[config.mk]
export PLATFORM = sky130hd
export DESIGN_NAME = rggen_bus_arbiter
export DESIGN_NICKNAME = d
export VERILOG_FILES = /design/src/rtl/rggen_rtl_pkg.sv /design/src/rtl/rggen_round_robin_selector.sv /design/src/rtl/rggen_bus_arbiter.sv
export SDC_FILE = /design/constraint.sdc
export NUM_CORES = 1
export LEC_CHECK = 0
export ABC_AREA = 1
export BUFFER_PORTS_ARGS = -buffer_cell sky130_fd_sc_hd__buf_2
export CAP_MARGIN = 20
export CELL_PAD_IN_SITES_DETAIL_PLACEMENT = 0
export CELL_PAD_IN_SITES_GLOBAL_PLACEMENT = 2
export CORE_ASPECT_RATIO = 1.25
export CORE_MARGIN = 5
export CORE_UTILIZATION = 27
export DETAILED_ROUTE_END_ITERATION = 10
export PLACE_DENSITY = 0.86
export SYNTH_ARGS = -nofsm -noshare
export SYNTH_HDL_FRONTEND = slang
export SYNTH_SLANG_ARGS = --single-unit
[constraint.sdc]
create_clock -name clk -period 6 [get_ports clk]
set_input_delay 0.6 -clock clk [delete_from_list [all_inputs] [get_ports clk]]
set_output_delay 0.6 -clock clk [all_outputs]
set_load 0.03 [all_outputs]
[src/rtl/rggen_rtl_pkg.sv]
// Shared types and response codes for the register-bus arbiter slice.
package rggen_rtl_pkg;

  typedef enum logic [1:0] {
    IDLE     = 2'b00,
    ACCESS   = 2'b01,
    RESPONSE = 2'b10
  } rggen_arbiter_state_e;

  localparam logic [1:0] OKAY        = 2'b00;
  localparam logic [1:0] SLAVE_ERROR = 2'b10;

endpackage

[src/rtl/rggen_round_robin_selector.sv]
// Round-robin pick: first requester at or after the pointer, wrapping to index 0.
module rggen_round_robin_selector #(
  parameter int REQUESTERS    = 2,
  parameter int POINTER_WIDTH = $clog2(REQUESTERS)
)(
  input  logic [REQUESTERS-1:0]    i_request,
  input  logic [POINTER_WIDTH-1:0] i_pointer,
  output logic [REQUESTERS-1:0]    o_grant
);

  logic [REQUESTERS-1:0] upper_mask;
  logic [REQUESTERS-1:0] upper_request;

  // Requests at or above the pointer win; otherwise wrap to the lowest request.
  // x & -x isolates the lowest set bit.
  assign upper_mask    = '1 << i_pointer;
  assign upper_request = i_request & upper_mask;

  always_comb begin
    if (|upper_request) begin
      o_grant = upper_request & (~upper_request + REQUESTERS'(1));
    end else begin
      o_grant = i_request & (~i_request + REQUESTERS'(1));
    end
  end

endmodule

[src/rtl/rggen_bus_arbiter.sv]
// Arbitrates several register-bus requesters onto one bus with a response watchdog.
module rggen_bus_arbiter
  import rggen_rtl_pkg::*;
#(
  parameter int REQUESTERS    = 2,
  parameter int ADDRESS_WIDTH = 8,
  parameter int DATA_WIDTH    = 32,
  parameter int TIMEOUT       = 64
)(
  input  logic                                   clk,
  input  logic                                   rst,
  input  logic [REQUESTERS-1:0]                  i_valid,
  input  logic [REQUESTERS-1:0]                  i_write,
  input  logic [REQUESTERS*ADDRESS_WIDTH-1:0]    i_address,
  input  logic [REQUESTERS*DATA_WIDTH-1:0]       i_write_data,
  input  logic [REQUESTERS*(DATA_WIDTH/8)-1:0]   i_strobe,
  output logic [REQUESTERS-1:0]                  o_done,
  output logic [DATA_WIDTH-1:0]                  o_read_data,
  output logic [1:0]                             o_status,
  output logic                                   o_bus_request,
  output logic                                   o_bus_write,
  output logic [ADDRESS_WIDTH-1:0]               o_bus_address,
  output logic [DATA_WIDTH-1:0]                  o_bus_write_data,
  output logic [DATA_WIDTH/8-1:0]                o_bus_strobe,
  input  logic                                   i_bus_done,
  input  logic [DATA_WIDTH-1:0]                  i_bus_read_data,
  input  logic [1:0]                             i_bus_status
);

  localparam int          STROBE_WIDTH  = DATA_WIDTH / 8;
  localparam int          POINTER_WIDTH = $clog2(REQUESTERS);
  localparam int          COUNT_WIDTH   = (TIMEOUT > 0) ? $clog2(TIMEOUT + 1) : 1;
  localparam int unsigned REQ_COUNT     = REQUESTERS;

  rggen_arbiter_state_e         state;
  logic [POINTER_WIDTH-1:0]     pointer;
  logic [REQUESTERS-1:0]        grant;
  logic                         cmd_write;
  logic [ADDRESS_WIDTH-1:0]     cmd_address;
  logic [DATA_WIDTH-1:0]        cmd_write_data;
  logic [STROBE_WIDTH-1:0]      cmd_strobe;
  logic [DATA_WIDTH-1:0]        resp_data;
  logic [1:0]                   resp_status;
  logic [COUNT_WIDTH-1:0]       timeout_count;

  logic [REQUESTERS-1:0]        grant_onehot;
  logic [POINTER_WIDTH-1:0]     grant_index;
  logic [POINTER_WIDTH-1:0]     next_pointer;
  logic                         sel_write;
  logic [ADDRESS_WIDTH-1:0]     sel_address;
  logic [DATA_WIDTH-1:0]        sel_write_data;
  logic [STROBE_WIDTH-1:0]      sel_strobe;
  logic                         timeout_hit;
  logic                         in_access;
  logic                         in_response;

  rggen_round_robin_selector #(
    .REQUESTERS    (REQUESTERS),
    .POINTER_WIDTH (POINTER_WIDTH)
  ) u_selector (
    .i_request (i_valid),
    .i_pointer (pointer),
    .o_grant   (grant_onehot)
  );

  always_comb begin
    grant_index    = '0;
    sel_write      = 1'b0;
    sel_address    = '0;
    sel_write_data = '0;
    sel_strobe     = '0;
    for (int unsigned i = 0; i < REQ_COUNT; i++) begin
      if (grant_onehot[i]) begin
        grant_index    = POINTER_WIDTH'(i);
        sel_write      = i_write[i];
        sel_address    = i_address[i*ADDRESS_WIDTH +: ADDRESS_WIDTH];
        sel_write_data = i_write_data[i*DATA_WIDTH +: DATA_WIDTH];
        sel_strobe     = i_strobe[i*STROBE_WIDTH +: STROBE_WIDTH];
      end
    end
  end

  assign next_pointer = (grant_index == POINTER_WIDTH'(REQUESTERS - 1))
                      ? '0 : grant_index + POINTER_WIDTH'(1);

  // Count holds completed ACCESS cycles, so TIMEOUT-1 marks the last allowed one.
  assign timeout_hit = (TIMEOUT > 0) && (timeout_count == COUNT_WIDTH'(TIMEOUT - 1));

  always_ff @(posedge clk or posedge rst) begin
    if (rst) begin
      state          <= IDLE;
      pointer        <= '0;
      grant          <= '0;
      cmd_write      <= 1'b0;
      cmd_address    <= '0;
      cmd_write_data <= '0;
      cmd_strobe     <= '0;
      resp_data      <= '0;
      resp_status    <= OKAY;
      timeout_count  <= '0;
    end else begin
      case (state)
        IDLE: begin
          if (|i_valid) begin
            grant          <= grant_onehot;
            pointer        <= next_pointer;
            cmd_write      <= sel_write;
            cmd_address    <= sel_address;
            cmd_write_data <= sel_write_data;
            cmd_strobe     <= sel_strobe;
            timeout_count  <= '0;
            state          <= ACCESS;
          end
        end
        ACCESS: begin
          if (i_bus_done) begin
            resp_data     <= i_bus_read_data;
            resp_status   <= i_bus_status;
            timeout_count <= '0;
            state         <= RESPONSE;
          end else if (timeout_hit) begin
            resp_data     <= '0;
            resp_status   <= SLAVE_ERROR;
            timeout_count <= '0;
            state         <= RESPONSE;
          end else if (TIMEOUT > 0) begin
            timeout_count <= timeout_count + COUNT_WIDTH'(1);
          end
        end
        RESPONSE: state <= IDLE;
        default:  state <= IDLE;
      endcase
    end
  end

  assign in_access   = (state == ACCESS);
  assign in_response = (state == RESPONSE);

  assign o_bus_request    = in_access;
  assign o_bus_write      = in_access & cmd_write;
  assign o_bus_address    = in_access ? cmd_address    : '0;
  assign o_bus_write_data = in_access ? cmd_write_data : '0;
  assign o_bus_strobe     = in_access ? cmd_strobe     : '0;

  assign o_done      = in_response ? grant       : '0;
  assign o_read_data = in_response ? resp_data   : '0;
  assign o_status    = in_response ? resp_status : OKAY;

endmodule

## After elaboration in Yosys (flattened, before gate mapping)

Cells that the tools add are included.
W data, S select, Z words.

- Register bits: 91
- Latch bits: 0
- Bits in writable memories: 0
- Bits in read-only memories: 0
- Bits of input ports: 129
- Output and inout bits: 82
- Logic and storage cells: 63
- Memories: 0

- $add $sub $neg: 4
- Multiply operators: 0
- Div/mod/pow operators: 0
- Magnitude comparators: 0
- Equality and inequality tests: 5
- Shifts and indexed selects: 1
- Multiplexer cells: 28
- Bitwise logic cells: 6
- Reductions and logical operators: 9

Operators with widths:

| kind | number |
|---|---|
| $mux W32 | 6 |
| $mux W8 | 3 |
| $mux W7 | 3 |
| $mux W2 | 7 |
| $pmux W7 S2 | 1 |
| $mux W4 | 3 |
| $reduce_and A2 Y1 | 4 |
| $add A7 B1 Y7 const B | 1 |
| $eq A7 B6 Y1 const B | 1 |
| $and A2 B2 Y2 | 3 |
| $add A2 B1 Y2 const B | 2 |
| $mux W1 | 4 |
| $not A2 Y2 | 2 |
| $pmux W2 S2 | 1 |
| $reduce_bool A2 Y1 | 2 |
| $reduce_or A2 Y1 | 2 |
| $ne A3 B3 Y1 const B | 1 |
| $eq A2 B1 Y1 const B | 1 |
| $eq A2 B2 Y1 const B | 1 |
| $logic_not A2 Y1 | 1 |
| $ne A2 B2 Y1 const B | 1 |
| $shl A2 B1 Y2 const A | 1 |
| $add A1 B1 Y1 const B | 1 |
| $and A1 B1 Y1 | 1 |

## Longest topological paths before layout

Gate-level depths: netlist of run 1.

- Depth after elaboration: 9
- Gate-level depth with buffers: 9
- Mapped depth without buffers: 8

## Modules after synthesis

Synthesis of run 1 repeated with hierarchy kept, for this count alone.

- Cell total of the unflattened synthesis: 652
- Area total of the unflattened synthesis: 4982.3 µm²

By module, submodules not included:

| module | instances | cells an instance | area an instance (µm²) | seq. area each (µm²) |
|---|---|---|---|---|
| rggen_bus_arbiter | 1 | 647 | 4962.3 | 2277.2 |
| rggen_round_robin_selector | 1 | 5 | 20.0 | 0.0 |

## Least setup slack after synthesis of run 1

Ideal clock, no wire load.

- Kind: flip-flop to output port
- From: register state[0]
- To: output port o_read_data[10]
- Arrival: 1340 ps
- Data required time: 5400 ps
- Slack: 4060 ps
- Cell stages (with the launch flop): 5
- Path buffers: 2
- Cells stage by stage: dfrtp_1 or2_1 buf_2 buf_2 nor2_1

- Cells in the longest elaborated chain, start to end: 2

RTL lines:

| what | RTL line | text |
|---|---|---|
| start: declaration | rggen_bus_arbiter.sv:35 | `rggen_arbiter_state_e state;` |
| start signal: assignment | rggen_bus_arbiter.sv:91 | `state <= IDLE;` |
| start signal: assignment | rggen_bus_arbiter.sv:112 | `state <= ACCESS;` |
| start signal: assignment | rggen_bus_arbiter.sv:120 | `state <= RESPONSE;` |
| $eq A2 B2 Y1 | rggen_bus_arbiter.sv:137 | `assign in_response = (state == RESPONSE);` |
| $mux W32 | rggen_bus_arbiter.sv:146 | `assign o_read_data = in_response ? resp_data : '0;` |
| end: declaration | rggen_bus_arbiter.sv:18 | `output logic [DATA_WIDTH-1:0] o_read_data,` |

No other way between the ends.

## Final worst setup path of run 1

- From: register state[1]
- To: register cmd_write_data[20]

- Cells in the longest elaborated chain, start to end: 2

RTL lines:

| what | RTL line | text |
|---|---|---|
| $logic_not A2 Y1 | rggen_bus_arbiter.sv:102 | `case (state)` |
| $reduce_and A2 Y1 (no line) | - |  |
| end signal: assignment | rggen_bus_arbiter.sv:109 | `cmd_write_data <= sel_write_data;` |
| end: declaration | rggen_bus_arbiter.sv:40 | `logic [DATA_WIDTH-1:0] cmd_write_data;` |

No other way between the ends.
A chain may end at the register's enable or synchronous reset.

==> results by group, run 1 <==
Floorplan
  • Height of the chip: about 160 um
  • Initial Utilization: between 20% and 30%
  • # IOs: 211
  • Row cnt: 54
  • Die X: 129 um
  • Core Area: 0.0175 mm^2
  • Die area: 0.0206 mm^2

Detailed routing
  • Drt wl/cell: 13.9 um
  • Post-route ant nets: 0
  • Via count: around 4,700
  • Pre-antenna DRT Iters: 4
  • WL final: between 15 and 20 mm
  • Vias/cell: between 4 and 5
  • DRT iter0 DRCs: roughly 220
  • DRC: 0

Clock network
  • # resized after CTS: 0
  • Hold Buf Count CTS: 0
  • CTS sink count: 91
  • # H-tree levels: 3
  • TritonCTS clock tree: built
  • Clock Root Buffer: clkbuf_16
  • Clock buffer depth: 2
  • Clock-pin slew on the worst setup and hold paths: around 70 ps
  • Clk Latency, worst-skew pair: approximately 330 ps
  • CTS buffer count: 9
  • Post-CTS setup repair buffer count: 0

Placement
  • I/O Buffers: 210
  • Placer congestion estimate: between 0.7 and 0.8
  • Detail Placement HPWL: between 10 and 15 mm
  • Placed insts: approximately 1,100
  • Setup WS pre-CTS: between 3000 and 4000 ps
  • Area after DPL: 0.00594 mm^2

GRT
  • GRT Residual Overflow: 0
  • Largest net degree at the start of global routing: about 70
  • All-Layer GR Usage: roughly 14%
  • Antenna violations before repair: 1
  • Vias in the first global route: about 4,600
  • First-pass GRT wire length: between 20 and 25 mm

Setup path
  • Crit Path Max Fanout: 60
  • Cell breakdown of the critical path: nor2_4 > o21ai_4 > inv_2 > nand3_1 > nand3_1
  • Most common cell on crit path: nand3_1
  • Logic depth of the worst register-to-register path: 5
  • CP max-delay cell: inv_2
  • Worst Setup Start Kind: register
  • Max incr delay on CP: around 810 ps
  • Critical path class: reg2reg
  • Setup crit end kind: register
  • Worst EP arrival: between 2000 and 3000 ps
  • CP Data Required Time: 6260 ps

Hold path
  • Worst min-delay path class: in2async

STA
  • Final hold vios: 0
  • Slew Limit Fails: 0
  • Clock skew: roughly 8.1 ps
  • Tightest Pin Transition: between 1000 and 1500 ps
  • Crit share post-route: approximately two fifths
  • Period minus WS final: 2400 ps
  • Unrepaired setup endpoints after global routing: no
  • Fmax: 0.417 GHz
  • Max transition margin: between 20% and 30%
  • Setup TNS: 0 ps
  • Post-route setup slack: between 3000 and 4000 ps
  • Final setup vio count: 0

Layout
  • FILL cells: about 2,000
  • Area Growth Syn to Fin: 30.4%
  • Design area: roughly 0.0063 mm^2
  • Area occupied by multi-input gates: slightly below 0.002 mm^2
  • Non-filler cells, final: approximately 1,100
  • Final nets: a little under 1,000
  • Storage cell area: 0.00228 mm^2
  • Fin util: a little over a third
  • Layout cells sized above 1: a little under a third

Power and ir drop
  • Pwr dens: 481 mW/mm^2
  • Static Leakage: between 3 and 4 nW
  • Peak supply drop: about 0.00016 V

Logic synthesis
  • Yosys reg bits: 91
  • Count of cell types in the netlist: 27
  • Sequential area share after synthesis: a little under half
  • YS warnings: 0
  • Mapped Nets: a little under 800
  • Mean Syn Cell Area: 7.29 um^2
  • Synthesized instance count: roughly 660
  • Mapped Area: 0.00480 mm^2

Job
  • Max Cap Viol: 0

Status
  • Status: complete, no violations
[worst max-delay path, delay by kind of cell, from the launching register on]
family,cells,cell delay (ps)
AND/OR/NAND/NOR,3,950
AO/OA/AOI/OAI,1,110
flip-flops,1,410
buffers and inverters,1,810
[routing by layer]
metal	track usage (%)	vias to the layer above	routed length [um]
met3	2.25	17	712
li1	-	2374	-
met4	4.87	0	340
met5	0	-	0
met2	26.1	123	7960
met1	17.0	2142	6030
[layout by cell type (no fill, tap or decap), types with 5 or more instances in the layout]
master     count
buf_4          5
dfrtp_1       91
o21ai_2        9
nand3_1       99
nand2_1      204
nand2_2       13
buf_2        210
o21ai_1        9
inv_2          5
nor2_1        86
clkbuf_16      9
inv_1         87
[cell families after synthesis]
logic type / share of synthesized area, %
buffers and inverters: 12.1
AOI/OAI and AO/OA: 3.83
DFF: 47.4
and+or+nand+nor: 36.1
adders and majority gates: 0.261
xor gates and xnor gates: 0.183
[worst paths after layout]
check | from | endpoint | slack, ps
worst max register to register | state[1] | cmd_write_data[20] | 3600
worst min register to register | resp_data[15] | resp_data[15] | 470
worst min-delay path | rst | resp_data[30] | 230
min in group clk | i_bus_read_data[13] | resp_data[13] | 460
max in group asynchronous | rst | cmd_write_data[6] | 4550
worst max-delay path | state[1] | cmd_write_data[20] | 3600
[state kept, by name, indices dropped and copies added, names as in the netlist]
signal,flops
cmd_write_data,32
resp_data,32
cmd_address,8
timeout_count,7
cmd_strobe,4
grant,2
resp_status,2
state,2
cmd_write,1
pointer,1
[through the flow]
stage               power (mW)  hold WS, ps
global route              3.25          251
CTS                       3.05          232
detailed placement        2.46          458
global placement          2.45          453
finish                    3.01          229
floorplan                 2.09          442
[cell usage after synthesis]
| cell | instances | area share [%] |
|---|---|---|
| a21boi_0 | 1 | 0.16 |
| a21oi_1 | 1 | 0.10 |
| a21oi_4 | 1 | 0.34 |
| buf_2 | 19 | 2.0 |
| buf_4 | 9 | 1.4 |
| buf_6 | 4 | 0.94 |
| buf_8 | 1 | 0.31 |
| clkbuf_1 | 3 | 0.23 |
| dfrtp_1 | 91 | 47 |
| ha_1 | 1 | 0.26 |
| inv_1 | 88 | 6.9 |
| inv_2 | 5 | 0.39 |
| nand2_1 | 205 | 16 |
| nand2_2 | 12 | 1.6 |
| nand2_4 | 2 | 0.47 |
| nand3_1 | 99 | 10 |
| nand4_1 | 2 | 0.26 |
| nor2_1 | 86 | 6.7 |
| nor2_2 | 2 | 0.26 |
| nor2_4 | 1 | 0.23 |
| o21ai_0 | 3 | 0.31 |
| o21ai_1 | 9 | 0.94 |
| o21ai_2 | 9 | 1.6 |
| o21ai_4 | 1 | 0.34 |
| or2_1 | 1 | 0.13 |
| or2_2 | 1 | 0.13 |
| xnor2_1 | 1 | 0.18 |
[cell type report]
cell class | instances | area share (%)
clock buffer | 12 | 3.94
multi-input combinational | 438 | 31.0
sequential | 91 | 36.4
tap | 224 | 4.48
antenna | 1 | 0.0400
clock inverter | 4 | 0.800
inverter | 93 | 5.62
timing repair buffer | 216 | 17.7
[report_power, final]
group	internal, mW	switching (mW)
sequential	0.885	0.138
clock	0.334	0.237
combinational	0.413	1.00
(Power assumes the default switching activity.)
==> run 2: changes to the inputs <==
- ABC_AREA: 1 -> 0
- PLACE_DENSITY: 0.86 -> 0.8
- clock period: 6 -> 2.25 ns (I/O delays scaled with it)
==> run 2 against run 1 <==
  * Critical path depth is the same
  * Cell count is 25% lower
  * Non-clock buffer count rose by 4
==> results by group, run 2 <==
Logic synthesis
  • Synthesized instance count: slightly below 400
  • Post-synth EDFFs: 0
  • Synth area leaders: dfrtp_1, a22o_1, and2_1, a21o_1, a22oi_1
  • YS warnings: 0
  • Cell with the most instances after synthesis: dfrtp_1
  • Mapped Nets: 523
  • Most used flip-flop cell after synthesis: dfrtp_1
  • Mapped Area: between 0.004 and 0.005 mm^2
  • Yosys reg bits: just over 90
  • Top cells by count, synth: dfrtp_1, and2_1, a22o_1, a21o_1, nand2_1
  • Sequential area share after synthesis: 53.0%
  • Yosys top cell area share: 53.0%
  • Area leader, netlist: dfrtp_1
  • FFs w/ async S/R, synth: 100%
  • Mean Syn Cell Area: roughly 11 um^2
  • Count of cell types in the netlist: 31

Clock network
  • Clock-pin slew on the worst setup and hold paths: approximately 70 ps
  • CTS sink count: 91
  • CTS buffer count: 9
  • Clock Root Buffer: clkbuf_16
  • Clock buffer depth: 2
  • Hold Buf Count CTS: 0
  • # H-tree levels: 3
  • # resized after CTS: 0
  • Post-CTS setup repair buffer count: 0
  • Clk Latency, worst-skew pair: 330 ps
  • TritonCTS clock tree: built

GRT
  • Antenna violations before repair: 1
  • Largest net degree at the start of global routing: 92
  • Vias in the first global route: 4,043
  • GRT Residual Overflow: 0
  • First-pass GRT wire length: 20.4 mm
  • All-Layer GR Usage: between 10% and 20%

STA
  • Unrepaired setup endpoints after global routing: no
  • Final hold vios: 0
  • Fmax: slightly below 0.5 GHz
  • Max transition margin: between 40% and 50%
  • Crit share post-route: between 90% and 100%
  • Clock skew: 7.14 ps
  • Setup TNS: 0 ps
  • Slew Limit Fails: 0
  • Period minus WS final: 2040 ps
  • Final setup vio count: 0
  • Hold slack: approximately 16 ps
  • Tightest Pin Transition: 836 ps

Floorplan
  • Initial Utilization: roughly 27%
  • Row cnt: slightly above 50
  • Height of the chip: 151 um
  • Core Area: 0.0156 mm^2
  • Die area: around 0.019 mm^2
  • # IOs: 211
  • Die X: 123 um

Placement
  • Detail Placement HPWL: between 9 and 10 mm
  • I/O Buffers: between 200 and 250
  • Placer congestion estimate: 0.703
  • Area after DPL: ~0.0056 mm^2

Layout
  • Area Growth Syn to Fin: 36.1%
  • Biggest regs: cmd_write_data x32, resp_data x32, cmd_address x8
  • Layout cells sized above 1: around two fifths
  • Fin util: between 30% and 40%
  • Commonest cells after routing, fill and taps aside: buf_2, dfrtp_1, and2_1
  • FILL cells: between 1,500 and 2,000
  • Final nets: just over 700
  • N_diodes: 0
  • Design area: 0.00584 mm^2
  • Commonest non-fill, non-tap cell in the layout: buf_2

Setup path
  • FF-to-FF setup slack: 210 ps
  • Worst EP arrival: around 2300 ps
  • Critical path class: reg2reg
  • CP max-delay cell: a21boi_2
  • WP buf/inv: 1
  • Max incr delay on CP: 650 ps
  • Crit Path Max Fanout: 34
  • Worst Setup Start Kind: register
  • CP Data Required Time: ~2500 ps
  • CP top delay family: compound AO/OA/AOI/OAI gates
  • Cell breakdown of the critical path: a21boi_2 > and2_1 > buf_4 > a22o_1 > a21o_1
  • Setup crit end kind: register

Power and ir drop
  • Static Leakage: ~3.2 nW
  • Peak supply drop: around 0.00045 V
  • Tot Pwr: 7.67 mW
  • Pwr dens: approximately 1300 mW/mm^2

Detailed routing
  • DRT iter0 DRCs: approximately 160
  • DRC: 0
  • Drt wl/cell: approximately 16 um
  • Pre-antenna DRT Iters: 4
  • Vias/cell: 4.63
  • Via count: approximately 3,800
  • WL final: between 10 and 15 mm
  • Post-route ant nets: 0

Status
  • Status: complete, no violations

Hold path
  • Worst min-delay path class: in2async

Job
  • Max Cap Viol: 0
run 2: changes by cell type after synthesis, moves of 64 or more:
cell and change:
and2_1 +81, nor2_1 -82, nand2_1 -184, inv_1 -81, nand3_1 -96, a22o_1 +64
run 2: power by group:
group          switching (mW)  leakage, nW  internal [mW]
logic                    2.10         1.94           1.42
registers               0.366         1.14           2.37
clock network           0.641        0.130          0.777
run 2: stage by stage:
| step | std cells | worst slack, ps |
|---|---|---|
| 4_1_cts | 811 | 187 |
| 2_1_floorplan | 393 | 492 |
| 3_5_place_dp | 795 | 259 |
| 5_1_grt | 811 | 108 |
| 6_report | 811 | 212 |
| 3_3_place_gp | 795 | 337 |
run 2: logic make-up (layout without fill, tap and decap cells):
group                    Yosys count  count (layout)  synth area share [%]
buffers and inverters             37             243                  4.34
XOR/XNOR                           1               1                 0.204
adder cells (fa/ha/maj)            1               1                 0.291
AND/OR/NAND/NOR                  119             119                  15.8
AO/OA/AOI/OAI                    144             144                  26.3
flip-flops                        91              91                  53.0
run 2: worst paths after layout:
kind / startpoint / endpoint / cells past startpoint
worst min register to register: cmd_write_data[31] / cmd_write_data[31] / 2
min in group clk: i_write_data[42] / cmd_write_data[10] / 2
max in group asynchronous: rst / cmd_write_data[18] / 3
worst max-delay path: pointer / cmd_write_data[23] / 5
worst min-delay path: rst / resp_data[22] / 3
worst max register to register: pointer / cmd_write_data[23] / 5
run 2: layout make-up:
type / instances / area [um^2] / area share (%)
multi-input cells: 265 / 1840 / 31.5
repair buffers: 220 / 1150 / 19.7
flip-flops and latches: 91 / 2280 / 39.0
clock inverters: 6 / 41.3 / 0.707
clock buffers: 10 / 239 / 4.09
inverters: 7 / 30.0 / 0.514
well taps: 212 / 265 / 4.54
run 2: worst register-to-register path, delay by kind of cell (launching register included):
family,cells,cell delay (ps)
compound gates,3,990
flops,1,410
simple gates,1,220
buf+inv,1,370
run 2: metal layers:
layer	part of all wire (%)	wire length (um)	up-vias	GRT usage, %
li1	-	-	1805	-
met1	43	5510	1775	17.2
met2	46	5930	157	22.5
met5	0.054	7	-	0
met3	9.8	1270	15	4.82
met4	1.5	189	2	4.20
==> run 3: changes to the inputs <==
- CORE_UTILIZATION: 27 -> 28
- CTS_BUF_LIST: unset -> sky130_fd_sc_hd__clkbuf_2
- PLACE_DENSITY: 0.8 -> 0.83
==> run 3 against run 2 <==
  * First-iteration DRC count grew 48%
  * Combinational power rose by 13%
  * Global-route usage up 2.4 points
  * Die area fell by 3.3%
  * Register-to-register slack about the same
  * Final area increased by 20%
  * Critical path depth grew 1
  * Hold slack better by 130 ps
  * Total power fell by 1.2%
  * Clock skew increased by 30 ps
  * Via count rose by 14%
  * Critical endpoint is now o_read_data[8]
==> results by group, run 3 (synthesis gave the netlist of run 2 again) <==
STA
  • Slew Limit Fails: 0
  • Post-route setup slack: between 150 and 200 ps
  • Setup TNS: 0 ps
  • Final setup vio count: 0
  • Tightest Pin Transition: slightly below 800 ps
  • Period minus WS final: 2060 ps
  • Fmax: 0.486 GHz
  • Final hold vios: 0
  • Crit share post-route: roughly nine tenths
  • Unrepaired setup endpoints after global routing: no
  • Max transition margin: between 40% and 50%
  • Clock skew: 37.4 ps

Clock network
  • TritonCTS clock tree: built
  • # H-tree levels: 3
  • Clock buffer depth: 2
  • CTS buffer count: 9
  • Clock Root Buffer: clkbuf_2
  • Clock-pin slew on the worst setup and hold paths: 250 ps
  • CTS sink count: 91
  • Clk Latency, worst-skew pair: approximately 550 ps

Job
  • Max Cap Viol: 0

Power and ir drop
  • Part of the power in combinational logic: 52.3%
  • Pwr dens: roughly 1100 mW/mm^2
  • Peak supply drop: 0.000395 V
  • P_int: roughly 4.4 mW
  • Switching power: ~3.2 mW
  • Sw Share: approximately 42%
  • Static Leakage: ~3.7 nW
  • Clk pwr share: between 10% and 20%
  • Reg power frac: a little over a third

Detailed routing
  • Post-route ant nets: 0
  • Pre-antenna DRT Iters: 4
  • Wl on met1: about 6.4 mm
  • DRC: 0
  • WL final: 14.7 mm
  • Drt wl/cell: roughly 16 um
  • Uppermost layer routed: met4
  • DR WL met3: 1.13 mm
  • Via count: 4,283
  • Vias/cell: around 4.7
  • Met2 WL: just under 7 mm
  • DRT iter0 DRCs: between 200 and 250

Layout
  • Final nets: 850
  • FILL cells: around 1,400
  • Layout cells sized above 1: about a third
  • Commonest cells after routing, fill and taps aside: buf_2, dlygate4sd3_1, dfrtp_1
  • Biggest regs: cmd_write_data x32, resp_data x32, cmd_address x8
  • Fin util: between 40% and 50%
  • N_diodes: 0
  • Area Growth Syn to Fin: 63.2%
  • Commonest non-fill, non-tap cell in the layout: buf_2

Setup path
  • Worst Setup Start Kind: register
  • Crit Path Max Fanout: 35
  • Reg-to-reg endpoint: cmd_address[2]
  • CP Data Required Time: slightly above 2000 ps
  • Origin of the worst setup path: state[1]
  • Critical path class: reg2out
  • Critical path destination: o_read_data[8]
  • FF-to-FF setup slack: 210 ps
  • Worst EP arrival: about 1800 ps
  • FF-to-FF Start: pointer
  • Setup crit end kind: output port
  • Logic depth of the worst register-to-register path: 5

GRT
  • Vias in the first global route: roughly 4,700
  • Antenna violations before repair: 0
  • GRT Residual Overflow: 0
  • First-pass GRT wire length: between 20 and 25 mm
  • All-Layer GR Usage: 16.2%
  • Largest net degree at the start of global routing: between 90 and 100

Floorplan
  • Core Area: ~0.015 mm^2
  • Initial Utilization: between 20% and 30%
  • Die area: between 0.015 and 0.02 mm^2
  • Row cnt: 50
  • Height of the chip: roughly 150 um
  • # IOs: between 200 and 250
  • Die X: 121 um

Status
  • Status: complete, no violations

Placement
  • Setup WS pre-CTS: approximately 280 ps
  • Placer congestion estimate: ~0.76
  • I/O Buffers: 210
  • Detail Placement HPWL: 9.42 mm

Hold path
  • Hold Path Cell Cnt: 3
  • Worst min-delay path class: in2reg
==> run 3: cell types whose count changed in the layout (fill, tap and decap cells not counted), moves of 3 or more <==
cell / change
buf_2: -14
clkbuf_2: +9
buf_4: +10
dlygate4sd3_1: +126
inv_6: +3
clkbuf_16: -9
==> run 3: worst min-delay path by stage <==
stage / start / endpoint / slack (ps)
floorplan: i_bus_done / timeout_count[4] / 330
global placement: rst / resp_data[6] / 410
detailed placement: rst / resp_data[5] / 420
CTS: i_valid[1] / state[0] / 80
global route: i_valid[1] / state[0] / 130
finish: i_valid[1] / state[0] / 150
==> run 3: power groups by stage <==
stage | Sequential (mW) | Clock [mW] | Combinational (mW)
6_report | 2.74 | 0.880 | 3.97
4_1_cts | 2.74 | 0.943 | 3.99
5_1_grt | 2.84 | 1.00 | 4.32
3_3_place_gp | 2.74 | 0 | 3.49
3_5_place_dp | 2.76 | 0 | 3.57
2_1_floorplan | 2.64 | 0 | 2.67
==> run 3: timing repair <==
action	CTS	global route
resized for setup	20	6
cloned	1	0
hold buffers	126	0
endpoints found under the hold margin	172	0
endpoints found under the setup margin	46	55
buffers inserted	1	0
==> run 3: layout make-up <==
type,count,area (um^2),share of cell area (%)
timing repair buffer,346,2490,35.6
sequential,91,2280,32.5
multi-input combinational,265,1850,26.4
tap,182,228,3.25
clock inverter,7,80.1,1.14
clock buffer,9,45.0,0.643
inverter,7,32.5,0.464
==> run 3: routing by layer <==
metal  global-route usage [%]  vias up
met4                     5.05        0
li1                         -     2050
met5                        0        -
met2                     27.1      203
met3                     3.88       21
met1                     20.8     2009
==> run 3: per-stage QoR <==
stage	cells	power [mW]	instance area [um^2]	hold slack (ps)
after floorplan	393	5.31	4300	325
after global placement	763	6.24	5510	414
after detailed placement	763	6.32	5510	417
after CTS	907	7.67	6990	83.9
after global routing	907	8.16	7010	126
final	907	7.59	7010	149
==> run 3: worst max-delay path, cell delays in order (launching register included) <==
cell,delay [ps]
dfrtp_1,410
buf_4,120
inv_1,60
nor2_2,160
buf_12,190
and2_1,160
buf_2,200
